<file path="config.mk">
export PLATFORM = sky130hd
export DESIGN_NAME = ppm_encoder
export DESIGN_NICKNAME = d
export VERILOG_FILES = /design/src/rtl/ppm_pkg.sv /design/src/rtl/ppm_us_tick.sv /design/src/rtl/ppm_encoder.sv
export SDC_FILE = /design/constraint.sdc
export NUM_CORES = 1
export LEC_CHECK = 0
export BUFFER_PORTS_ARGS = -buffer_cell sky130_fd_sc_hd__buf_2
export CORE_ASPECT_RATIO = 1.25
export CORE_UTILIZATION = 57
export DETAILED_ROUTE_END_ITERATION = 8
export PLACE_DENSITY = 0.79
export SLEW_MARGIN = 20
export SYNTH_ARGS = -nofsm -noshare
export SYNTH_HDL_FRONTEND = slang
export SYNTH_SLANG_ARGS = --single-unit
</file>
<file path="constraint.sdc">
create_clock -name clk -period 8.7 [get_ports clk]
set_input_delay 0.87 -clock clk [delete_from_list [all_inputs] [get_ports clk]]
set_output_delay 0.87 -clock clk [all_outputs]
set_load 0.02 [all_outputs]
</file>
<file path="src/rtl/ppm_pkg.sv">
// Shared constants, channel type and state encoding for the PPM encoder.
package ppm_pkg;

    localparam int unsigned CH_W           = 12;
    localparam int unsigned CH_MAX         = 999;
    localparam int unsigned CH_OFFSET_US   = 1000;
    localparam int unsigned SYNC_DETECT_US = 5000;

    typedef logic [CH_W-1:0] ch_t;

    typedef enum logic [1:0] {
        IDLE = 2'd0,
        CHAN = 2'd1,
        SYNC = 2'd2
    } ppm_enc_state_t;

endpackage

</file>
<file path="src/rtl/ppm_us_tick.sv">
// Microsecond prescaler: one-cycle tick_c every TICKS_PER_US clocks; clr
// restarts the count so the first slot of a frame is a full tick long.
module ppm_us_tick #(
    parameter int unsigned TICKS_PER_US = 1
) (
    input  logic clk,
    input  logic rst,
    input  logic clr,
    output logic tick_c
);

    localparam int unsigned CNT_W = (TICKS_PER_US > 1) ? $clog2(TICKS_PER_US) : 1;

    logic [CNT_W-1:0] cnt_q;

    assign tick_c = !clr && (cnt_q == CNT_W'(TICKS_PER_US - 1));

    always_ff @(posedge clk or posedge rst) begin
        if (rst) begin
            cnt_q <= '0;
        end else if (clr || tick_c) begin
            cnt_q <= '0;
        end else begin
            cnt_q <= cnt_q + CNT_W'(1);
        end
    end

endmodule

</file>
<file path="src/rtl/ppm_encoder.sv">
// PPM pulse-train generator: NUM_CH channel slots plus a frame-padding sync slot.
// Define PPM_ENC_CLAMP_EN to clamp channel values above CH_MAX at snapshot.
module ppm_encoder
    import ppm_pkg::*;
#(
    parameter int unsigned NUM_CH       = 13,
    parameter int unsigned TICKS_PER_US = 1,
    parameter int unsigned PULSE_US     = 300,
    parameter int unsigned FRAME_US     = 32000,
    parameter int unsigned MIN_SYNC_US  = 6000
) (
    input  logic clk,
    input  logic rst,
    input  logic en,
    input  ch_t  ch [NUM_CH],
    output logic ppm,
    output logic frame_start,
    output logic busy
);

    localparam int unsigned CHI_W  = (NUM_CH > 1) ? $clog2(NUM_CH) : 1;
    localparam int unsigned SLOT_W = 16;
    localparam int unsigned SUM_W  = 20;
    localparam int unsigned DIFF_W = SUM_W + 2;

    ppm_enc_state_t state_q, state_d;
    logic [CHI_W-1:0]  chi_q, chi_d, chi_nxt_c;
    logic [SLOT_W-1:0] cnt_q, cnt_d, cnt_inc_c;
    logic [SLOT_W-1:0] len_q, len_d, len0_c, len_nxt_c, sync_len_c;
    logic [SUM_W-1:0]  sum_q, sum_d;
    logic signed [DIFF_W-1:0] sync_diff_c;
    logic ppm_q, ppm_d, busy_q, busy_d, fs_q, fs_d;
    logic start_c, tick_c;
    ch_t  eff_ch_c [NUM_CH];
    ch_t  snap_q   [NUM_CH];

    ppm_us_tick #(
        .TICKS_PER_US(TICKS_PER_US)
    ) u_tick (
        .clk   (clk),
        .rst   (rst),
        .clr   (state_q == IDLE),
        .tick_c(tick_c)
    );

    // Value each channel contributes once snapshotted.
    always_comb begin
        for (int i = 0; i < int'(NUM_CH); i++) begin
`ifdef PPM_ENC_CLAMP_EN
            eff_ch_c[i] = (ch[i] > ch_t'(CH_MAX)) ? ch_t'(CH_MAX) : ch[i];
`else
            eff_ch_c[i] = ch[i];
`endif
        end
    end

    assign chi_nxt_c = chi_q + CHI_W'(1);
    assign len0_c    = SLOT_W'(CH_OFFSET_US) + SLOT_W'(eff_ch_c[0]);
    assign len_nxt_c = SLOT_W'(CH_OFFSET_US) + SLOT_W'(snap_q[chi_nxt_c]);

    // Sync pads the frame to FRAME_US but never drops below MIN_SYNC_US.
    assign sync_diff_c = $signed(DIFF_W'(FRAME_US)) - $signed(DIFF_W'(sum_q));
    assign sync_len_c  = (sync_diff_c < $signed(DIFF_W'(MIN_SYNC_US))) ?
                         SLOT_W'(MIN_SYNC_US) : SLOT_W'(sync_diff_c);

    always_comb begin
        state_d   = state_q;
        chi_d     = chi_q;
        cnt_d     = cnt_q;
        len_d     = len_q;
        sum_d     = sum_q;
        ppm_d     = ppm_q;
        busy_d    = busy_q;
        fs_d      = 1'b0;
        start_c   = 1'b0;
        cnt_inc_c = cnt_q + SLOT_W'(1);

        unique case (state_q)
            IDLE: begin
                ppm_d   = 1'b1;
                busy_d  = 1'b0;
                start_c = en;
            end
            CHAN, SYNC: begin
                if (tick_c) begin
                    cnt_d = cnt_inc_c;
                    if (cnt_inc_c == SLOT_W'(PULSE_US)) begin
                        ppm_d = 1'b1;
                    end
                    if (cnt_inc_c == len_q) begin
                        cnt_d = '0;
                        ppm_d = 1'b0;
                        if (state_q == SYNC) begin
                            start_c = en;
                            if (!en) begin
                                state_d = IDLE;
                                ppm_d   = 1'b1;
                                busy_d  = 1'b0;
                            end
                        end else if (chi_q == CHI_W'(NUM_CH - 1)) begin
                            state_d = SYNC;
                            len_d   = sync_len_c;
                        end else begin
                            chi_d = chi_nxt_c;
                            len_d = len_nxt_c;
                            sum_d = sum_q + SUM_W'(len_nxt_c);
                        end
                    end
                end
            end
            default: begin
                state_d = IDLE;
            end
        endcase

        // Frame start: shared by IDLE launch and back-to-back continuation.
        if (start_c) begin
            state_d = CHAN;
            chi_d   = '0;
            cnt_d   = '0;
            len_d   = len0_c;
            sum_d   = SUM_W'(len0_c);
            ppm_d   = 1'b0;
            busy_d  = 1'b1;
            fs_d    = 1'b1;
        end
    end

    always_ff @(posedge clk or posedge rst) begin
        if (rst) begin
            state_q <= IDLE;
            chi_q   <= '0;
            cnt_q   <= '0;
            len_q   <= '0;
            sum_q   <= '0;
            ppm_q   <= 1'b1;
            busy_q  <= 1'b0;
            fs_q    <= 1'b0;
        end else begin
            state_q <= state_d;
            chi_q   <= chi_d;
            cnt_q   <= cnt_d;
            len_q   <= len_d;
            sum_q   <= sum_d;
            ppm_q   <= ppm_d;
            busy_q  <= busy_d;
            fs_q    <= fs_d;
        end
    end

    always_ff @(posedge clk or posedge rst) begin
        if (rst) begin
            for (int i = 0; i < int'(NUM_CH); i++) begin
                snap_q[i] <= '0;
            end
        end else if (start_c) begin
            for (int i = 0; i < int'(NUM_CH); i++) begin
                snap_q[i] <= eff_ch_c[i];
            end
        end
    end

    assign ppm         = ppm_q;
    assign frame_start = fs_q;
    assign busy        = busy_q;

endmodule

</file>
==> qor.json, run 1 <==
{
  "grt": {
    "wire_length_of_the_first_global_routing_pass_mm": 52.6,
    "global_route.overflow_total": 0,
    "grt_max_degree": 134,
    "grtUsageTotal_pct": 29.4,
    "first_global_vias": 10500,
    "antenna_found_initial": 1
  },
  "hold_path": {
    "worst_hold_path.num_cells": 2,
    "hold_path_class": "reg2reg",
    "timing.hold.worst_endpoint": "snap_q[64]$_DFFE_PP0P_",
    "worstHoldStart": "snap_q[64]$_DFFE_PP0P_"
  },
  "setup_path": {
    "critical_path_required_ns": 9.09,
    "worst-endpoint-arrival_ns": 6.79,
    "cp_top_family": "adder cells",
    "worst_r2r_path_depth": 20,
    "timing.critical_path.buf_inv": 4,
    "crit_path_frequent_cell": "ha_1",
    "regToRegSetupSlack_ns": 2.30,
    "r2r-end": "sum_q[16]$_DFFE_PP0P_",
    "critical-path-slowest-cell": "ha_1",
    "crit_path_max_fanout": 43,
    "timing.setup.critical_path_class": "reg2reg",
    "reg2reg_from": "chi_q[0]$_DFFE_PP0P_",
    "critPathMaxStageDelay_ns": 0.80,
    "crit_path_start_kind": "flip-flop",
    "worst_setup_path_end_kind": "flip-flop",
    "critical_path_cell_list": "buf_4, inv_1, ha_1, buf_4, mux4_2, mux2i_1, o221ai_1, ha_1, inv_1, o211ai_1, or4_1, o21ai_1, xnor2_1, ha_1, and4_1, and3_1, o31ai_1, a211oi_1, mux2i_1, a21o_1"
  },
  "clock_tree": {
    "numCtsBuffers": 23,
    "clk_path_buf_depth": 3,
    "tritoncts": "done",
    "cts_setup_buffers": 0,
    "root_buf_cell": "clkbuf_16",
    "ctsHtreeMaxLevel": 1,
    "clk_latency_ns": 0.52,
    "tritoncts_num_sinks": 218,
    "cts_repair_resize_count": 0,
    "postCtsHoldBufs": 0,
    "worst_setup_hold_path_clk_slew_ns": 0.06
  },
  "route": {
    "drt-total-wl_mm": 31.9,
    "route.vias.total": 10600,
    "drt-vias-per-instance": 5.90,
    "ant_nets": 0,
    "drt_iter0_markers": 800,
    "drt_drc_violations_left": 0,
    "detailedRoute.firstPassIterationCount": 5,
    "avgRoutedWirePerCell_um": 17.7
  },
  "floorplan": {
    "dieArea_um2": 22300,
    "fp.dieW_um": 134,
    "die_height_um": 167,
    "start_util_pct": 58.9,
    "fp-row-count": 59,
    "num_io_pins": 162,
    "core_um2": 21000
  },
  "synth": {
    "post_synth_inst_count": 1409,
    "ys.flop_type": "dfrtp_1",
    "yosys.cell_types.count": 76,
    "syn_area_um2": 12400,
    "ys.warnings.count": 0,
    "sequential_element_share_of_the_synthesized_area_pct": 44.1,
    "synth_edf_count": 0,
    "syn-mean-instance-area_um2": 8.79,
    "synth_async_sr_flop_share_pct": 100,
    "synth_nets": 1594,
    "ys_seq_elements": 218
  },
  "pwr": {
    "pwr-share-comb_pct": 42.8,
    "power.share.sequential_pct": 37.2,
    "switch_share_pct": 40.9,
    "power_leakage_nw": 6.74,
    "clkPwrFrac_pct": 19.9,
    "internal-power_mw": 2.79,
    "vdd_ir_drop_max_v": 0.000237,
    "cellPowerDensity_nw_per_um2": 340,
    "p_switching_mw": 1.94
  },
  "timing": {
    "grt_setup_unrepaired": "false",
    "setup_tns_ns": 0,
    "setup_viol_count_final": 0,
    "fmax_mhz": 156,
    "final-hold-violation-count": 0,
    "slew_viol_final": 0,
    "period_minus_slack_ns": 6.40,
    "slew_of_the_pin_with_the_lowest_slew_margin_ns": 1.10,
    "slew_headroom_pct": 26.9,
    "skew_ns": 0.0180,
    "period_share_pct": 73.5,
    "post_route_setup_slack_ns": 2.30
  },
  "placed_design": {
    "place.detailed.instances": 1763,
    "globalplace.congestion": 0.935,
    "place_worst_setup_slack_ns": 2.25,
    "dp.final_hpwl_mm": 21.9,
    "numPortBuffers": 161
  },
  "finish": {
    "fill_cells": 1672,
    "multi_input_area_um2": 6400,
    "drive_gt1_share_pct": 17.0,
    "nets": 1699,
    "register_area_um2": 5460,
    "area_growth_pct": 12.2,
    "stdcell_count": 1806
  },
  "job": {
    "cap_viol_max_count": 0
  },
  "run_status": {
    "status": "completed"
  }
}
-- cell type report --
class / instances / share of cell area [%]
clock buffer: 31 / 4.64
sequential: 218 / 39.3
multi-input combinational: 1077 / 46.0
antenna: 1 / 0.0180
tap: 274 / 2.47
clock inverter: 11 / 0.522
inverter: 26 / 0.792
timing repair buffer: 168 / 6.26
-- worst min-delay path: stages (launching register included) --
cell and delay (ns):
dfrtp_1 0.34, nand2_1 0.05, nand2_1 0.05
-- worst max-delay path by stage --
stage,startpoint,endpoint,slack (ns),depth (start not counted)
global route,chi_q[0]$_DFFE_PP0P_,sum_q[14]$_DFFE_PP0P_,1.73,20
global placement,chi_q[0]$_DFFE_PP0P_,sum_q[16]$_DFFE_PP0P_,2.43,20
detailed placement,chi_q[0]$_DFFE_PP0P_,sum_q[16]$_DFFE_PP0P_,2.25,20
CTS,chi_q[0]$_DFFE_PP0P_,sum_q[16]$_DFFE_PP0P_,2.20,20
floorplan,rst,busy$_DFFE_PP0P_,1.87,1
finish,chi_q[0]$_DFFE_PP0P_,sum_q[16]$_DFFE_PP0P_,2.30,20
-- per-layer routing --
layer	wire (um)	part of all wire (%)	vias to the layer above	track usage, %
met1	13000	41	5134	38.7
li1	-	-	5008	-
met3	2050	6.4	79	3.93
met5	0	0	-	0
met2	15700	49	427	49.0
met4	1170	3.7	0	11.5
-- registers in the layout, summed over array words and instances (netlist names) --
| name | flops |
|---|---|
| snap_q | 156 |
| sum_q | 20 |
| cnt_q | 16 |
| len_q | 16 |
| chi_q | 4 |
| state_q | 2 |
| busy | 1 |
| frame_start | 1 |
| ppm | 1 |
| u_tick.cnt_q | 1 |
-- synthesized netlist by cell type, types with 4 or more instances --
library cell / number / share of area [%]
a211oi_1: 11 / 0.67
a21o_1: 5 / 0.30
a21oi_1: 38 / 1.5
a221oi_1: 6 / 0.42
a22o_1: 4 / 0.28
a31oi_1: 14 / 0.71
and2_1: 4 / 0.20
and3_1: 14 / 0.71
and4_1: 5 / 0.35
buf_2: 63 / 2.5
clkbuf_1: 17 / 0.52
dfrtp_1: 217 / 44
ha_1: 25 / 2.5
inv_1: 25 / 0.76
mux2i_1: 20 / 1.6
mux4_2: 35 / 6.4
nand2_1: 525 / 16
nand2b_1: 8 / 0.40
nand3_1: 28 / 1.1
nand3b_1: 6 / 0.36
nand4_1: 11 / 0.56
nor2_1: 61 / 1.8
nor2b_1: 19 / 0.96
nor3_1: 15 / 0.61
nor3_2: 4 / 0.32
nor4_1: 4 / 0.20
o211ai_1: 10 / 0.61
o21a_1: 5 / 0.30
o21ai_0: 25 / 1.0
o21ai_1: 25 / 1.0
o221ai_1: 7 / 0.50
o31ai_1: 14 / 0.85
o41ai_1: 5 / 0.35
or3_1: 8 / 0.40
or4_1: 4 / 0.24
xnor2_1: 39 / 2.8
xor2_1: 24 / 1.7
-- cell families (layout without fill, tap and decap cells) --
family | after synthesis | in the layout | synth area share (%)
adders and majority gates | 26 | 26 | 2.69
DFF | 218 | 218 | 44.1
AOI/OAI and AO/OA | 194 | 194 | 10.4
muxes | 57 | 57 | 8.16
and+or+nand+nor | 734 | 734 | 25.5
other | 1 | 2 | 0.0303
buffers and inverters | 114 | 236 | 4.33
xor gates and xnor gates | 65 | 65 | 4.82
-- cells in the final DEF, fill, tap and decap left out, drive strengths merged, types with 6 or more instances in the layout --
| cell type | synthesis | routed |
|---|---|---|
| nor2b | 19 | 19 |
| clkinv | 0 | 6 |
| a21oi | 38 | 38 |
| xnor2 | 39 | 39 |
| and3 | 14 | 14 |
| nand3 | 30 | 30 |
| a221oi | 6 | 6 |
| o21ai | 50 | 50 |
| nor3 | 19 | 19 |
| inv | 26 | 27 |
| nand3b | 6 | 6 |
| dfrtp | 217 | 217 |
| mux4 | 35 | 35 |
| nor2 | 62 | 62 |
| o221ai | 7 | 7 |
| nand2b | 8 | 8 |
| xor2 | 24 | 24 |
| nand4 | 12 | 12 |
| nand2 | 526 | 526 |
| a211oi | 11 | 11 |
| a31oi | 14 | 14 |
| ha | 25 | 25 |
| or3 | 8 | 8 |
| buf | 71 | 168 |
| clkbuf | 17 | 31 |
| o211ai | 10 | 10 |
| mux2i | 20 | 20 |
| o31ai | 14 | 14 |
-- per-stage QoR --
| stage | utilization, % | hold WS (ns) | instance area [um2] | power, mW |
|---|---|---|---|---|
| floorplan | - | 0.440 | 12400 | 3.24 |
| global placement | 62.6 | 0.452 | 13200 | 3.67 |
| detailed placement | 62.6 | 0.457 | 13200 | 3.75 |
| CTS | 66.0 | 0.472 | 13900 | 4.72 |
| global route | 66.1 | 0.494 | 13900 | 5.07 |
| finish | 66.1 | 0.468 | 13900 | 4.73 |
-- power by group through the flow --
| stage | sequential (mW) | combinational [mW] | clock (mW) |
|---|---|---|---|
| after floorplan | 1.64 | 1.60 | 0 |
| after global placement | 1.75 | 1.92 | 0 |
| after detailed placement | 1.76 | 1.99 | 0 |
| after CTS | 1.75 | 2.01 | 0.951 |
| after global routing | 1.81 | 2.27 | 0.991 |
| final | 1.76 | 2.03 | 0.942 |
Note: power is estimated with default switching activity, not from simulation.
==> inputs of run 2 (changes only) <==
Settings changed: CORE_UTILIZATION 57 to 53, PLACE_DENSITY 0.79 to 0.77.
Clock period 8.7 ns to 5.16 ns, I/O delays scaled along.
==> qor.json, run 2 (synthesis gave the netlist of run 1 again) <==
{
  "finish": {
    "register_area": {"value": 5460, "unit": "um2", "change": "unchanged"},
    "largest_reg_flops": {"value": 156, "change": "unchanged"},
    "mostFrequentLayoutCells": {"value": "nand2_1, dfrtp_1, buf_2", "change": "unchanged"},
    "fill_cells": {"value": 1936, "change": "was 1672"},
    "final_common_cell": {"value": "nand2_1", "change": "unchanged"},
    "num_antenna_cells": {"value": 0, "change": "was 1"},
    "nets": {"value": 1712, "change": "was 1699"},
    "multi_input_area": {"value": 6420, "unit": "um2", "change": "was 6400 um2"},
    "registers.top_by_ff_count": {"value": "snap_q", "change": "unchanged"},
    "largest_registers": {"value": "snap_q: 156 flops, sum_q: 20 flops", "change": "unchanged"},
    "drive_gt1_share": {"value": 18.1, "unit": "%", "change": "was 17.0%"},
    "area_growth": {"value": 15.4, "unit": "%", "change": "was 12.2%"}
  },
  "pwr": {
    "vdd_ir_drop_max": {"value": 0.000339, "unit": "V", "change": "was 0.000237 V"},
    "p_switching": {"value": 3.32, "unit": "mW", "change": "was 1.94 mW"},
    "power.share.sequential": {"value": 35.4, "unit": "%", "change": "was 37.2%"},
    "power_leakage": {"value": 6.92, "unit": "nW", "change": "was 6.74 nW"},
    "pwr-share-comb": {"value": 41.1, "unit": "%", "change": "was 42.8%"},
    "design_power_total": {"value": 8.45, "unit": "mW", "change": "was 4.73 mW"},
    "cellPowerDensity": {"value": 591, "unit": "nW/um2", "change": "was 340 nW/um2"},
    "internal-power": {"value": 5.13, "unit": "mW", "change": "was 2.79 mW"},
    "clkPwrFrac": {"value": 23.5, "unit": "%", "change": "was 19.9%"},
    "switch_share": {"value": 39.3, "unit": "%", "change": "was 40.9%"}
  },
  "grt": {
    "first_global_vias": {"value": 10500, "change": "about the same"},
    "grtUsageTotal": {"value": 27.6, "unit": "%", "change": "was 29.4%"},
    "wire_length_of_the_first_global_routing_pass": {"value": 53.2, "unit": "mm", "change": "was 52.6 mm"},
    "antenna_found_initial": {"value": 0, "change": "was 1"},
    "global_route.overflow_total": {"value": 0, "change": "unchanged"},
    "grt_max_degree": {"value": 158, "change": "was 134"}
  },
  "route": {
    "drt_drc_violations_left": {"value": 4, "change": "was 0"},
    "drt_iter0_markers": {"value": 837, "change": "was 800"},
    "route.vias.total": {"value": 10700, "change": "was 10600"},
    "drt-total-wl": {"value": 32.4, "unit": "mm", "change": "was 31.9 mm"},
    "detailedRoute.firstPassIterationCount": {"value": 7, "change": "was 5"},
    "avgRoutedWirePerCell": {"value": 17.7, "unit": "um", "change": "about the same"},
    "ant_nets": {"value": 0, "change": "unchanged"},
    "drt-vias-per-instance": {"value": 5.83, "change": "was 5.90"}
  },
  "clock_tree": {
    "numCtsBuffers": {"value": 24, "change": "was 23"},
    "clk_path_buf_depth": {"value": 3, "change": "unchanged"},
    "worst_setup_hold_path_clk_slew": {"value": 0.07, "unit": "ns", "change": "was 0.06 ns"},
    "tritoncts": {"value": "done", "change": "unchanged"},
    "postCtsHoldBufs": {"value": 0, "change": "unchanged"},
    "clk_latency": {"value": 0.52, "unit": "ns", "change": "about the same"},
    "root_buf_cell": {"value": "clkbuf_16", "change": "unchanged"},
    "ctsHtreeMaxLevel": {"value": 1, "change": "unchanged"},
    "tritoncts_num_sinks": {"value": 218, "change": "unchanged"}
  },
  "timing": {
    "period_share": {"value": 93.6, "unit": "%", "change": "was 73.5%"},
    "fmax": {"value": 207, "unit": "MHz", "change": "was 156 MHz"},
    "slew_headroom": {"value": 27.3, "unit": "%", "change": "was 26.9%"},
    "grt_setup_unrepaired": {"value": "false", "change": "unchanged"},
    "skew": {"value": 0.0146, "unit": "ns", "change": "was 0.0180 ns"},
    "period_minus_slack": {"value": 4.83, "unit": "ns", "change": "was 6.40 ns"},
    "post_route_setup_slack": {"value": 0.328, "unit": "ns", "change": "was 2.30 ns"},
    "setup_viol_count_final": {"value": 0, "change": "unchanged"},
    "slew_of_the_pin_with_the_lowest_slew_margin": {"value": 1.09, "unit": "ns", "change": "was 1.10 ns"},
    "setup_tns": {"value": 0, "unit": "ns", "change": "unchanged"},
    "slew_viol_final": {"value": 0, "change": "unchanged"},
    "final-hold-violation-count": {"value": 0, "change": "unchanged"}
  },
  "placed_design": {
    "place_worst_setup_slack": {"value": 0.266, "unit": "ns", "change": "was 2.25 ns"},
    "dp.final_hpwl": {"value": 22.9, "unit": "mm", "change": "was 21.9 mm"},
    "numPortBuffers": {"value": 161, "change": "unchanged"},
    "globalplace.congestion": {"value": 0.890, "change": "was 0.935"}
  },
  "floorplan": {
    "num_io_pins": {"value": 162, "change": "unchanged"},
    "core": {"value": 23000, "unit": "um2", "change": "was 21000 um2"},
    "die_height": {"value": 173, "unit": "um", "change": "was 167 um"},
    "fp.dieW": {"value": 139, "unit": "um", "change": "was 134 um"},
    "start_util": {"value": 53.9, "unit": "%", "change": "was 58.9%"},
    "fp-row-count": {"value": 62, "change": "was 59"},
    "dieArea": {"value": 24000, "unit": "um2", "change": "was 22300 um2"}
  },
  "setup_path": {
    "r2r-end": {"value": "sum_q[16]$_DFFE_PP0P_", "change": "unchanged"},
    "worst-endpoint-arrival": {"value": 5.24, "unit": "ns", "change": "was 6.79 ns"},
    "crit_path_max_fanout": {"value": 21, "change": "was 43"},
    "reg2reg_from": {"value": "chi_q[0]$_DFFE_PP0P_", "change": "unchanged"},
    "worst_setup_path_end_kind": {"value": "flip-flop", "change": "unchanged"},
    "critical_path_required": {"value": 5.57, "unit": "ns", "change": "was 9.09 ns"},
    "regToRegSetupSlack": {"value": 0.33, "unit": "ns", "change": "was 2.30 ns"},
    "timing.setup.critical_path_class": {"value": "reg2reg", "change": "unchanged"},
    "crit_path_start_kind": {"value": "flip-flop", "change": "unchanged"},
    "worst_r2r_path_depth": {"value": 19, "change": "was 20"}
  },
  "hold_path": {
    "hold_path_class": {"value": "in2async", "change": "was reg2reg"}
  },
  "job": {
    "cap_viol_max_count": {"value": 0, "change": "unchanged"}
  },
  "run_status": {
    "violations": "DRC",
    "status": {"value": "finished, violations left", "change": "was completed"}
  }
}
run 2: cell count changes in the layout (fill, tap and decap cells not counted), moves of 2 or more:
cell       delta
buf_12        +3
buf_6         -3
bufinv_16     +7
clkbuf_16     +3
buf_4        +10
clkbuf_1      -2
run 2: layer usage:
metal  vias up  track usage, %  routed length, um
met5         -               0                  0
met4         0            11.9               1380
met1      5127            37.1              13400
li1       5028               -                  -
met2       446            45.1              15600
met3        91            3.99               2060
run 2: timing repair:
action                                  in CTS  in global routing
buffers inserted                             0                  0
gates resized for setup                      0                  2
endpoints found under the setup margin       0                  4
run 2: cell type report:
| class | count | area share [%] |
|---|---|---|
| timing repair buffer | 180 | 7.16 |
| sequential | 218 | 38.2 |
| multi-input combinational | 1077 | 44.9 |
| clock buffer | 30 | 4.72 |
| clock inverter | 14 | 1.78 |
| inverter | 26 | 0.744 |
| tap | 288 | 2.52 |
run 2: worst max path at each step:
stage | startpoint | endpoint | slack, ns
2_1_floorplan | chi_q[0]$_DFFE_PP0P_ | sum_q[16]$_DFFE_PP0P_ | 0.02
6_report | chi_q[0]$_DFFE_PP0P_ | sum_q[16]$_DFFE_PP0P_ | 0.33
3_3_place_gp | chi_q[1]$_DFFE_PP0P_ | sum_q[16]$_DFFE_PP0P_ | 0.38
3_5_place_dp | chi_q[1]$_DFFE_PP0P_ | sum_q[16]$_DFFE_PP0P_ | 0.27
5_1_grt | chi_q[0]$_DFFE_PP0P_ | sum_q[12]$_DFFE_PP0P_ | 0.08
4_1_cts | chi_q[1]$_DFFE_PP0P_ | sum_q[16]$_DFFE_PP0P_ | 0.25
run 2: through the flow:
step                hold WS, ns  cell area (um2)  utilization (%)  std cells
floorplan                 0.440            12400                -       1409
detailed placement        0.458            13300             58.0       1788
global route              0.167            14300             62.2       1833
finish                    0.116            14300             62.2       1833
CTS                       0.141            14300             62.1       1832
global placement          0.453            13300             58.0       1788
run 2: power groups by stage:
stage                     registers, mW  clock network (mW)  logic, mW
after floorplan                    2.77                   0       2.71
after global placement             2.98                   0       3.31
after detailed placement           2.99                   0       3.42
after CTS                          2.97                2.02       3.45
after global routing               3.06                2.09       3.91
final                              2.99                1.99       3.47
run 2: worst max-delay path, cell delays in order (launching register included):
cell and delay [ns]:
dfrtp_2 0.43, buf_16 0.21, nand3_1 0.15, xor2_1 0.23
buf_4 0.24, mux2i_1 0.35, o221ai_1 0.21, ha_1 0.25
inv_1 0.05, o211ai_1 0.13, or4_1 0.55, o21ai_1 0.16
xnor2_1 0.23, ha_1 0.36, and4_1 0.19, and3_1 0.19
o31ai_2 0.34, a211oi_1 0.14, mux2i_1 0.13, a21o_1 0.15
